**src/rtl/demux_pkg.sv**
```systemverilog
//------------------------------------------------------------------------------
// Module   : demux_pkg
// Purpose  : Shared widths, sel encodings and slot state type for demux32_3_reg.
// Revision : 1.0 - initial release
//------------------------------------------------------------------------------
`default_nettype none

package demux_pkg;

    localparam int DATA_W = 32;
    localparam int CNT_W  = 16;

    localparam logic [1:0] SEL_A   = 2'b00;
    localparam logic [1:0] SEL_B   = 2'b01;
    localparam logic [1:0] SEL_C   = 2'b10;
    localparam logic [1:0] SEL_BAD = 2'b11;

    typedef enum logic {
        SLOT_EMPTY = 1'b0,
        SLOT_FULL  = 1'b1
    } slot_state_t;

endpackage

`default_nettype wire

```
**src/rtl/demux_slot.sv**
```systemverilog
//------------------------------------------------------------------------------
// Module   : demux_slot
// Purpose  : One-entry holding register with load/deliver handshake; optional
//            delivered-word counter under DEMUX32_3_COUNT_EN.
// Revision : 1.0 - initial release
//------------------------------------------------------------------------------
`default_nettype none

module demux_slot
    import demux_pkg::*;
(
    input  logic              clk,
    input  logic              rst,
    input  logic              i_load,
    input  logic [DATA_W-1:0] i_data,
    input  logic              i_out_ready,
    output logic [DATA_W-1:0] o_data,
    output logic              o_valid,
`ifdef DEMUX32_3_COUNT_EN
    output logic [CNT_W-1:0]  o_cnt,
`endif
    output logic              o_room
);

    slot_state_t       r_state;
    slot_state_t       w_state_nxt;
    logic [DATA_W-1:0] r_data;
    logic              w_deliver;

    assign w_deliver = (r_state == SLOT_FULL) && i_out_ready;

    always_ff @(posedge clk) begin
        if (rst) begin
            r_state <= SLOT_EMPTY;
        end else begin
            r_state <= w_state_nxt;
        end
    end

    // A load wins over delivery so a same-cycle deliver+load stays FULL.
    always_comb begin
        w_state_nxt = r_state;
        if (i_load) begin
            w_state_nxt = SLOT_FULL;
        end else if (w_deliver) begin
            w_state_nxt = SLOT_EMPTY;
        end
    end

    always_ff @(posedge clk) begin
        if (rst) begin
            r_data <= '0;
        end else if (i_load) begin
            r_data <= i_data;
        end
    end

`ifdef DEMUX32_3_COUNT_EN
    logic [CNT_W-1:0] r_cnt;

    always_ff @(posedge clk) begin
        if (rst) begin
            r_cnt <= '0;
        end else if (w_deliver) begin
            r_cnt <= r_cnt + 1'b1;
        end
    end

    assign o_cnt = r_cnt;
`endif

    assign o_data  = r_data;
    assign o_valid = (r_state == SLOT_FULL);
    assign o_room  = (r_state == SLOT_EMPTY) || i_out_ready;

endmodule

`default_nettype wire

```
**src/rtl/demux32_3_reg.sv**
```systemverilog
//------------------------------------------------------------------------------
// Module   : demux32_3_reg
// Purpose  : Routes a 32-bit word to one of three one-entry output slots.
//            Optional counters enabled by macro DEMUX32_3_COUNT_EN.
// Revision : 1.0 - initial release
//------------------------------------------------------------------------------
`default_nettype none

module demux32_3_reg
    import demux_pkg::*;
(
    input  logic              clk,
    input  logic              rst,
    input  logic [DATA_W-1:0] in_data,
    input  logic              in_valid,
    output logic              in_ready,
    input  logic [1:0]        sel,
    output logic [DATA_W-1:0] out_a,
    output logic [DATA_W-1:0] out_b,
    output logic [DATA_W-1:0] out_c,
    output logic              out_a_valid,
    output logic              out_b_valid,
    output logic              out_c_valid,
    input  logic              out_a_ready,
    input  logic              out_b_ready,
    input  logic              out_c_ready,
`ifdef DEMUX32_3_COUNT_EN
    output logic [CNT_W-1:0]  cnt_a,
    output logic [CNT_W-1:0]  cnt_b,
    output logic [CNT_W-1:0]  cnt_c,
`endif
    output logic              sel_err
);

    logic [2:0]        w_load;
    logic [2:0]        w_room;
    logic [2:0]        w_valid;
    logic [2:0]        w_out_ready;
    logic [DATA_W-1:0] w_data [3];
    logic              w_in_ready;
    logic              w_accept;
    logic              r_sel_err;
`ifdef DEMUX32_3_COUNT_EN
    logic [CNT_W-1:0]  w_cnt [3];
`endif

    assign w_out_ready = {out_c_ready, out_b_ready, out_a_ready};

    // A bad sel is always accepted so the producer never stalls on it.
    always_comb begin
        w_in_ready = 1'b0;
        if (!rst) begin
            case (sel)
                SEL_A:   w_in_ready = w_room[0];
                SEL_B:   w_in_ready = w_room[1];
                SEL_C:   w_in_ready = w_room[2];
                default: w_in_ready = 1'b1;
            endcase
        end
    end

    assign in_ready = w_in_ready;
    assign w_accept = in_valid && w_in_ready;

    always_ff @(posedge clk) begin
        if (rst) begin
            r_sel_err <= 1'b0;
        end else begin
            r_sel_err <= w_accept && (sel == SEL_BAD);
        end
    end

    assign sel_err = r_sel_err;

    for (genvar gi = 0; gi < 3; gi++) begin : g_slot
        assign w_load[gi] = w_accept && (sel == 2'(gi));

        demux_slot u_slot (
            .clk         (clk),
            .rst         (rst),
            .i_load      (w_load[gi]),
            .i_data      (in_data),
            .i_out_ready (w_out_ready[gi]),
            .o_data      (w_data[gi]),
            .o_valid     (w_valid[gi]),
`ifdef DEMUX32_3_COUNT_EN
            .o_cnt       (w_cnt[gi]),
`endif
            .o_room      (w_room[gi])
        );
    end

    assign out_a       = w_data[0];
    assign out_b       = w_data[1];
    assign out_c       = w_data[2];
    assign out_a_valid = w_valid[0];
    assign out_b_valid = w_valid[1];
    assign out_c_valid = w_valid[2];

`ifdef DEMUX32_3_COUNT_EN
    assign cnt_a = w_cnt[0];
    assign cnt_b = w_cnt[1];
    assign cnt_c = w_cnt[2];
`endif

endmodule

`default_nettype wire

```
**config.mk**
```make
export PLATFORM = sky130hd
export DESIGN_NAME = demux32_3_reg
export DESIGN_NICKNAME = d
export VERILOG_FILES = /design/src/rtl/demux_pkg.sv /design/src/rtl/demux_slot.sv /design/src/rtl/demux32_3_reg.sv
export SDC_FILE = /design/constraint.sdc
export NUM_CORES = 1
export LEC_CHECK = 0
export BUFFER_PORTS_ARGS = -buffer_cell sky130_fd_sc_hd__buf_2
export CORE_UTILIZATION = 35
export DETAILED_ROUTE_END_ITERATION = 12
export HOLD_SLACK_MARGIN = 0.08
export PLACE_DENSITY_LB_ADDON = 0.2
export SYNTH_ARGS = -nofsm -noshare
export SYNTH_HDL_FRONTEND = slang
export SYNTH_SLANG_ARGS = --single-unit
```
**constraint.sdc**
```tcl
create_clock -name clk -period 1.3 [get_ports clk]
set_input_delay 0.13 -clock clk [delete_from_list [all_inputs] [get_ports clk]]
set_output_delay 0.13 -clock clk [all_outputs]
set_load 0.05 [all_outputs]
```
After elaboration in Yosys (flattened, before gate mapping). Index checks and enable logic that the tools add are counted.

Output and inout port bits: 101. Input bits: 40. Logic and storage cells: 36. Register bits: 100.

Bitwise gates (word level): 3. Equality and inequality tests: 3. Multiplexer cells: 8. Reduce and logical (&&, ||, !) cells: 15.

Operators by type and width (count): $logic_and 1x1->1 (8); $mux 1 (7); $reduce_bool 2->1 (3); $eq 2x2->1 const B (2); $logic_or 1x1->1 (3); $not 1->1 (3); $pmux 1 s3 (1); $eq 2x1->1 const B (1); $logic_not 2->1 (1).

Logic depth before layout (Yosys ltp).
Depth after elaboration: 7. Mapped depth: 6. Gate-level depth less buffers: 3.

Modules after synthesis. From an unflattened synthesis, not the netlist that was laid out.

Cells, all modules: 337. Area total of the unflattened synthesis: 3703.6 um2.

By module, submodules not included: demux_slot (times used 3, area an instance 1204.9 um2, cells an instance 108, sequential area each 660.6 um2); demux32_3_reg (times used 1, area an instance 88.8 um2, cells an instance 13, sequential area each 20.0 um2).

Least setup slack after synthesis. No wires, ideal clock.

Path type: flip-flop to output port. From: register g_slot[0].u_slot.r_state. To: output port in_ready. Arrival time: 1816 ps. Setup slack: -646 ps. Buffers on the path: 2. Stages on the path, launching flop included: 6. Required time: 1170 ps. Path through: dfxtp_1 > nor2b_1 > clkbuf_1 > buf_2 > mux2i_1 > o21a_1.

Word-level cells in the longest chain between the ends: 4.

Ends and longest elaborated chain: start, declared (line demux_slot.sv:25) `slot_state_t r_state;`; start signal, assigned (line demux_slot.sv:36) `r_state <= w_state_nxt;`; $not 1->1 (line demux_slot.sv:74) `assign o_room = (r_state == SLOT_EMPTY) || i_out_ready;`; $logic_or 1x1->1 (line demux_slot.sv:74); $pmux 1 s3 (line demux32_3_reg.sv:53) `case (sel)`; $mux 1 (line demux32_3_reg.sv:52) `if (!rst) begin`; end, declared (line demux32_3_reg.sv:16) `output logic in_ready,`.

Every way passes these cells.

Worst setup path in the final report.
From: register g_slot[1].u_slot.r_state. To: output port in_ready.

Word-level cells in the longest chain between the ends: 4.

Ends and longest elaborated chain (line): start, declared (demux_slot.sv:25); start signal, assigned (demux_slot.sv:36); $not 1->1 (demux_slot.sv:74); $logic_or 1x1->1 (demux_slot.sv:74); $pmux 1 s3 (demux32_3_reg.sv:53); $mux 1 (demux32_3_reg.sv:52).

Every way passes these cells.

==> metrics.txt <==
switching share of power 0.303; Reg clk slew, reported paths 0.07 ns; part of the power in the clock network 0.355; Via Count between 4000 and 5000; Lkg Pwr around 2.8 nW; compound-cell area share of the yosys netlist 0.386; violated checks negative setup slack; relative slew slack 0.622; grt total ovfl 0; final wirelength around 16 mm; Synth Warn # 0; P_int between 4 and 5 mW; Final Wtd Congestion around 0.8; Post-Synth Adder-Cell Area 0; combinational share of power 0.183; post-synthesis simple-gate area fraction 0.0621; largest fanout on the critical path 3; Port Buf Inserts 140; Clock Path Buffers 2; post-route setup slack -0.205 ns; count of cell types in the netlist 26; share of cells above drive strength 1 0.478; Root Buffer clkbuf_16; Layout area overhead 55.7%; Vias/cell between 5 and 6; final hold vios 0; die width 115 um; NetSw 2.11 mW; Net count, final 650; Die H 115 um; area of the multi-input gates roughly 2700 um^2; period utilization 1.16; post-synthesis sequential area ratio 0.447; initial antenna violation count 0; Worst Tran Pin Value 0.567 ns; Fillers roughly 1000; worst path required time between 1 and 1.5 ns; CTS sink count 100; vias in the first global route 4263; DRC 0; Synth Area in XOR/XNOR 0; area occupied by registers 2010 um^2; Synth Cell Area between 4000 and 5000 um^2; crit end category primary output; most frequent cells in the layout 138 x buf_2, 97 x dfxtp_1, 35 x a21oi_1; tightest hold margin between 0.09 and 0.1 ns; largest family of logic cells by synthesized area compound AO/OA/AOI/OAI gates; crit path DAT between 1 and 1.5 ns; initial core utilization 0.365; Pre-Repair DR Iteration Count 5; CTS Buf Count 9; gr usage total 0.224; min cycle time layout 1.50 ns; peak supply drop around 510 uV; post-synth net total slightly below 500; final setup vio count 18; io pins 141; pin count of the biggest net entering global routing 59; DRT iter0 DRCs 305; CTS tree done; total power draw 6.99 mW; Final Slew Violations 0; Final Skew ~0.0034 ns; placed cell area around 5500 um^2; Synth Register Bits 100; RSZ-0062 raised after global routing yes; DP Wirelength ~9.2 mm; clock latency on the worst-skew pair 0.34 ns; row cnt 40; post-route cell area 6970 um^2; wire length per cell ~20 um; first-pass GRT wire length roughly 23 mm; cell taking the most area after synthesis dfxtp_1; Antenna Violating Nets Remaining 0; H-tree levels 3; Core ar. about 12000 um^2; cell area power density 1000 nW/um^2; cells after synthesis around 440; fmax roughly 0.66 GHz; syn_area_per_cell slightly above 10 um^2; Max Cap Viol 0; HP Class input pin to register; status complete, but fails checks; post-synthesis mux area share 0.00224; synth top area cells dfxtp_1 45%, o41ai_2 12%, o311ai_0 6.3%, o311ai_1 5.9%, nand4_1 4.5%; Antenna diodes 0; commonest non-fill, non-tap cell in the layout buf_2; Die Area about 13000 um^2; Yosys top cell area share 0.447; Sequential Power Share 0.462; Startpoint Class register; Setup CP Type register to primary output
-- cell usage after synthesis (all sizes together) --
cell type,count
o311ai,64
clkinv,1
nand4,32
o21ai,32
nor2,3
or3,1
nand3b,1
nor3b,1
o41ai,32
inv,33
o31a,1
o31ai,32
o21a,1
mux2i,1
dfxtp,100
or3b,1
nor2b,3
clkbuf,45
nand2b,2
a21oi,35
buf,21
-- metrics by stage --
stage                     TNS, ns  setup WS, ns  utilization  instances
after CTS                  -0.624        -0.226        0.519        766
final                      -0.498        -0.205        0.568        783
after global routing        -2.23        -0.249        0.568        783
after global placement      -8.46        -0.172        0.446        716
after detailed placement   -12.04        -0.244        0.446        716
after floorplan            -0.293       -0.0728            -        442
-- worst max-delay path, stage by stage, from the launching register on --
cell	delay, ns
dfxtp_4	0.35
buf_6	0.10
nand2b_4	0.06
o31a_1	0.23
o21a_2	0.14
buf_12	0.15
-- cells by family (layout without fill, tap and decap cells) --
logic type	Yosys count	in the layout
flops	100	100
buf+inv	100	272
compound gates	197	197
simple gates	44	45
mux	1	1
-- path summary, 6_finish.rpt --
check,from,endpoint,slack (ns),cells past startpoint
worst max-delay path,g_slot[1].u_slot.o_valid,in_ready,-0.20,5
worst min-delay path,out_c_ready,g_slot[2].u_slot.o_valid,0.09,3
worst max register to register,g_slot[0].u_slot.o_valid,g_slot[0].u_slot.o_data[25],-0.05,5
worst min register to register,g_slot[1].u_slot.o_data[26],g_slot[1].u_slot.o_data[26],0.47,2
-- state kept, by name (all words and copies together) (netlist names) --
signal and cells:
g_slot.u_slot.o_data 96, g_slot.u_slot.o_valid 3, sel_err 1
-- repair_timing --
item | 4_1_cts | 5_1_grt
cloned | 1 | 5
pin swaps | 3 | 22
setup endpoints to repair | 60 | 71
setup buffers | 1 | 12
resized for setup | 46 | 82
hold buffers | 32 | 0
endpoints found under the hold margin | 33 | 0
-- power by group through the flow --
stage / clock, mW / sequential (mW) / combinational [mW]
floorplan: 0 / 3.60 / 0.375
global placement: 0 / 3.27 / 1.02
detailed placement: 0 / 3.28 / 1.04
CTS: 2.51 / 3.21 / 1.16
global route: 2.66 / 3.23 / 1.34
finish: 2.48 / 3.23 / 1.28
-- metal layers --
metal,wire length (um),up-vias,global-route usage
met2,7720,161,0.371
met1,7020,2181,0.295
met3,679,26,0.0279
met4,371,0,0.0961
met5,0,-,0
li1,-,2101,-
-- cell type report --
cell class                 instances  area share
clock inverter                     6     0.00431
timing repair buffer             222       0.238
tap                              168      0.0302
multi-input combinational        243       0.386
clock buffer                      10      0.0343
sequential                       100       0.289
inverter                          34      0.0183
No activity file was read; power rests on OpenSTA's default activity.
